`src/rtl/pipeline_hazard_ctrl.sv`:
```
// Hazard and sequencing controller: load-use stalls, multi-cycle branch flushes, data-memory freezes.
// Optional performance counters are enabled by defining HAZARD_PERF_CNT_EN.
module pipeline_hazard_ctrl #(
    parameter int FLUSH_CYCLES = 1,
    parameter int MAX_WAIT     = 16
) (
    input  logic        clk,
    input  logic        reset,
    input  logic [4:0]  ID_rs1,
    input  logic [4:0]  ID_rs2,
    input  logic        ID_uses_rs1,
    input  logic        ID_uses_rs2,
    input  logic [4:0]  ID_EX_rd,
    input  logic        ID_EX_MemRead,
    input  logic        branch_taken,
    input  logic        mem_req,
    input  logic        mem_ready,
    output logic        PC_Write,
    output logic        IF_ID_Write,
    output logic        IF_ID_Flush,
    output logic        ID_EX_Flush,
    output logic        ID_EX_Bubble,
    output logic        pipe_hold,
    output logic        timeout_err,
    output logic [31:0] stall_cnt,
    output logic [31:0] flush_cnt
);

    typedef enum logic [1:0] {RUN, FLUSH, FREEZE} state_t;

    localparam logic [3:0] FLUSH_INIT = 4'(FLUSH_CYCLES - 1);
    localparam logic [7:0] WAIT_LIMIT = 8'(MAX_WAIT);

    state_t     state, state_nxt;
    logic [3:0] flush_left, flush_left_nxt;
    logic [7:0] wait_cnt, wait_cnt_nxt;
    logic       resume_flush, resume_flush_nxt;
    logic       timeout_nxt;

    logic mem_stall;
    logic load_use;
    logic run_like;
    logic flush_like;

    assign mem_stall = mem_req & ~mem_ready;
    assign load_use  = ID_EX_MemRead & (ID_EX_rd != 5'd0) &
                       ((ID_uses_rs1 & (ID_rs1 == ID_EX_rd)) |
                        (ID_uses_rs2 & (ID_rs2 == ID_EX_rd)));

    always_comb begin
        PC_Write         = 1'b1;
        IF_ID_Write      = 1'b1;
        IF_ID_Flush      = 1'b0;
        ID_EX_Flush      = 1'b0;
        ID_EX_Bubble     = 1'b0;
        pipe_hold        = 1'b0;
        state_nxt        = state;
        flush_left_nxt   = flush_left;
        wait_cnt_nxt     = wait_cnt;
        resume_flush_nxt = resume_flush;
        timeout_nxt      = timeout_err;
        run_like         = 1'b0;
        flush_like       = 1'b0;

        if (!reset) begin
            case (state)
                RUN: run_like = 1'b1;
                FLUSH: begin
                    if (mem_stall) begin
                        pipe_hold        = 1'b1;
                        PC_Write         = 1'b0;
                        IF_ID_Write      = 1'b0;
                        state_nxt        = FREEZE;
                        wait_cnt_nxt     = 8'd1;
                        resume_flush_nxt = 1'b1;
                    end else begin
                        flush_like = 1'b1;
                    end
                end
                FREEZE: begin
                    if (mem_stall) begin
                        pipe_hold    = 1'b1;
                        PC_Write     = 1'b0;
                        IF_ID_Write  = 1'b0;
                        wait_cnt_nxt = (wait_cnt == 8'hFF) ? wait_cnt : wait_cnt + 8'd1;
                        if (wait_cnt == WAIT_LIMIT)
                            timeout_nxt = 1'b1;
                    end else begin
                        wait_cnt_nxt     = 8'd0;
                        resume_flush_nxt = 1'b0;
                        if (resume_flush)
                            flush_like = 1'b1;
                        else
                            run_like = 1'b1;
                    end
                end
                default: state_nxt = RUN;
            endcase

            if (run_like) begin
                if (mem_stall) begin
                    pipe_hold        = 1'b1;
                    PC_Write         = 1'b0;
                    IF_ID_Write      = 1'b0;
                    state_nxt        = FREEZE;
                    wait_cnt_nxt     = 8'd1;
                    resume_flush_nxt = 1'b0;
                end else if (branch_taken) begin
                    IF_ID_Flush = 1'b1;
                    ID_EX_Flush = 1'b1;
                    if (FLUSH_CYCLES > 1) begin
                        state_nxt      = FLUSH;
                        flush_left_nxt = FLUSH_INIT;
                    end else begin
                        state_nxt = RUN;
                    end
                end else if (load_use) begin
                    PC_Write     = 1'b0;
                    IF_ID_Write  = 1'b0;
                    ID_EX_Bubble = 1'b1;
                    state_nxt    = RUN;
                end else begin
                    state_nxt = RUN;
                end
            end

            // A release cycle after a stalled flush stands in for the flush cycle that was held off.
            if (flush_like) begin
                IF_ID_Flush = 1'b1;
                if (flush_left > 4'd1) begin
                    state_nxt      = FLUSH;
                    flush_left_nxt = flush_left - 4'd1;
                end else begin
                    state_nxt      = RUN;
                    flush_left_nxt = 4'd0;
                end
            end
        end
    end

    always_ff @(posedge clk) begin
        if (reset) begin
            state        <= RUN;
            flush_left   <= 4'd0;
            wait_cnt     <= 8'd0;
            resume_flush <= 1'b0;
            timeout_err  <= 1'b0;
        end else begin
            state        <= state_nxt;
            flush_left   <= flush_left_nxt;
            wait_cnt     <= wait_cnt_nxt;
            resume_flush <= resume_flush_nxt;
            timeout_err  <= timeout_nxt;
        end
    end

`ifdef HAZARD_PERF_CNT_EN
    always_ff @(posedge clk) begin
        if (reset) begin
            stall_cnt <= 32'd0;
            flush_cnt <= 32'd0;
        end else begin
            if (!IF_ID_Write)
                stall_cnt <= stall_cnt + 32'd1;
            if (IF_ID_Flush)
                flush_cnt <= flush_cnt + 32'd1;
        end
    end
`else
    assign stall_cnt = 32'd0;
    assign flush_cnt = 32'd0;
`endif

endmodule

```
`config.mk`:
```
export PLATFORM = sky130hd
export DESIGN_NAME = pipeline_hazard_ctrl
export DESIGN_NICKNAME = d
export VERILOG_FILES = /design/src/rtl/pipeline_hazard_ctrl.sv
export SDC_FILE = /design/constraint.sdc
export NUM_CORES = 1
export LEC_CHECK = 0
export ABC_AREA = 1
export CAP_MARGIN = 20
export CORE_MARGIN = 10
export CORE_UTILIZATION = 30
export DETAILED_ROUTE_END_ITERATION = 7
export PLACE_DENSITY = 0.66
export SYNTH_ARGS = -nofsm -noshare
export SYNTH_HDL_FRONTEND = slang
export SYNTH_SLANG_ARGS = --single-unit
export TNS_END_PERCENT = 100
```
`constraint.sdc`:
```
create_clock -name clk -period 1.8 [get_ports clk]
set_clock_uncertainty 0.15 [all_clocks]
set_input_delay 0.36 -clock clk [delete_from_list [all_inputs] [get_ports clk]]
set_output_delay 0.36 -clock clk [all_outputs]
set_load 0.01 [all_outputs]
```
==> impl_metrics.toml <==
[run_status]
outcome = "complete, but fails checks"
violations = "setup timing"

[layout]
post-route-cell-area_um2 = 2240
final_core_util_pct = 38.2
antennaDiodeCount = 0
fillers = 624
area_growth_pct = 24.4
final_net_count = 378
drive_gt1_share_pct = 18.8

[clocking]
clockBufferDepth = 2
tritoncts = "done"
clk_root_buffer_cell = "clkbuf_8"
cts_max_level = 1
cts_sinks = 16
cts.clk_slew.worst_paths_ns = 0.07
hold_buffers = 0
cts_made_buffers = 3
clkLatencyLatePin_ns = 0.25

[power]
sw_frac_of_total_pct = 31.7
power_density_nw_per_um2 = 426
p_clk_share_pct = 34.4
max-vdd-ir-drop_v = 0.000361
p_switching_uw = 302
power_uw = 952
p_comb_share_pct = 27.2
p_int_uw = 651
p_leak_nw = 1.23
pwr-share-seq_pct = 38.5

[timing]
layout_min_cycle_time_ns = 2.01
whs_ns = 0.314
tns_ns = -0.890
fmax_mhz = 498
fin_crit_sh_pct = 112
setup_viol = 6
report.final.hold_viol_count = 0
finalMaxSlewViolations = 0
rsz0062_at_grt = "true"
worst_slack_ns = -0.208

[route]
drtAntennaViolNets = 0
drc = 0
vias = 1677
post_drt_via_cell_ratio = 3.98
drt_iter0_markers = 49
drt_wl_total_um = 4520
first_pass_iters = 6
routedWlPerCell_um = 10.7

[worst_setup_path]
crit_required_ns = 1.29
reg2reg_setup_slack_ns = 0.07
r2r_cells = 9
start_kind = "flop"
rr_endpoint = "state[0]"
r2r_start = "state[1]"
cp.arrival_ns = 1.50
cp_max_fo = 2
worstSetupEndpointType = "output port"
crit_type = "flop to output port"

[logic_synthesis]
synth_area_um2 = 1800
yosysMostFrequentCell = "nand2_1"
synth-main-ff-cell = "dfxtp_1"
ys_seq_elements = 16
synth_edf_count = 0
synth_area_leaders = "buf_4, dfxtp_1, nand2_1, inv_1, ha_1"
ys_top_cells_by_count = "nand2_1, buf_4, inv_1"
postSynth.asyncResetShare_pct = 0
synth_cell_types = 26
ys_seq_area_share_pct = 17.8
syn_inst = 288
ys.warnings.count = 0
avgSynthCellArea_um2 = 6.24
yosysTopAreaCell = "buf_4"
synth_top_area_share_pct = 27.2

[min_path]
min_path_type = "flop to flop"
min_path_cells = 2
worstHoldStart = "timeout_err"
hold_path_end = "timeout_err"

[placement]
hpwl_um = 3770
dpl_cell_area_um2 = 2100
place_congestion = 0.835
io_buffers = 29

[floorplan]
io_pins = 94
coreArea_um2 = 5850
dieArea_um2 = 9480
die_x_um = 97.4
die_h_um = 97.4
initial_core_util_pct = 30.7
core.rowCount = 28

[run]
drv_cap = 0

[global_route]
grt_pass1_vias = 1698
grt_first_pass_wirelength_um = 7650
grt_usage_pct = 9.10
antenna_found_initial = 0
grt_max_degree = 10
overflow = 0
per-stage QoR:
stage | setup slack [ns] | std cells
3_5_place_dp | -0.768 | 410
6_report | -0.208 | 421
2_1_floorplan | 0.00828 | 351
3_3_place_gp | -0.746 | 410
4_1_cts | -0.207 | 419
5_1_grt | -0.283 | 421
power groups by stage:
stage | Sequential (mW) | Combinational [mW] | Clock, mW
floorplan | 0.372 | 0.245 | 0
global placement | 0.374 | 0.247 | 0
detailed placement | 0.374 | 0.248 | 0
CTS | 0.366 | 0.247 | 0.337
global route | 0.367 | 0.292 | 0.350
finish | 0.366 | 0.259 | 0.327
placed cells by master, fill, tap and decap left out, drive strengths merged, types with 3 or more instances in the layout:
master,instances
dlygate4sd2,17
nand3,15
nor3,5
inv,41
clkdlybuf4s50,3
clkdlybuf4s15,3
xor2,3
clkbuf,4
o21ai,14
a21oi,14
dfxtp,16
ha,8
buf,34
nor2,21
nand2,73
conb,64
worst max path at each step:
stage / cells past startpoint / slack [ns] / start / endpoint
after floorplan: 7 / 0.008 / state[0] / PC_Write
after global placement: 8 / -0.75 / mem_ready / IF_ID_Flush
after detailed placement: 8 / -0.77 / mem_ready / IF_ID_Flush
after CTS: 7 / -0.21 / state[1] / IF_ID_Flush
after global routing: 9 / -0.28 / state[1] / IF_ID_Flush
final: 7 / -0.21 / state[1] / IF_ID_Flush
area by class of cell:
type / instances / area [µm²] / share of cell area [%]
Multi-Input combinational cell: 228 / 1140 / 51.1
Timing Repair Buffer: 57 / 465 / 20.8
Sequential cell: 16 / 323 / 14.4
Inverter: 41 / 156 / 6.99
Tap cell: 75 / 93.8 / 4.20
Clock buffer: 4 / 55.1 / 2.46
registers in the layout, summed over array words and instances, names as in the netlist:
signal and flops:
flush_left 4, wait_cnt 8, timeout_err 1, state 2
resume_flush 1
metal layers:
| layer | vias to the layer above | wire (µm) | track usage [%] |
|---|---|---|---|
| li1 | 883 | - | - |
| met5 | - | 0 | 0 |
| met1 | 740 | 1770 | 9.51 |
| met2 | 50 | 2340 | 16.8 |
| met4 | 0 | 22 | 1.34 |
| met3 | 4 | 391 | 3.77 |
cells by family after synthesis:
| family | share of synthesized area, % |
|---|---|
| and+or+nand+nor | 28.5 |
| buffers and inverters | 35.9 |
| AOI/OAI and AO/OA | 10.5 |
| DFF | 17.8 |
| adders and majority gates | 5.57 |
| xor gates and xnor gates | 1.46 |
| other | 0.209 |
critical path: stages (launching register included):
cell     delay, ns
dfxtp_2       0.35
inv_2         0.05
ha_4          0.27
inv_2         0.05
nor3_4        0.21
inv_2         0.06
a21oi_2       0.12
buf_2         0.14
what timing repair did:
| item | CTS | global route |
|---|---|---|
| resized for setup | 72 | 2 |
| endpoints found under the setup margin | 7 | 8 |
| buffers inserted | 5 | 2 |
| pin swaps | 17 | 2 |
Note: power is estimated with default switching activity, not from simulation.
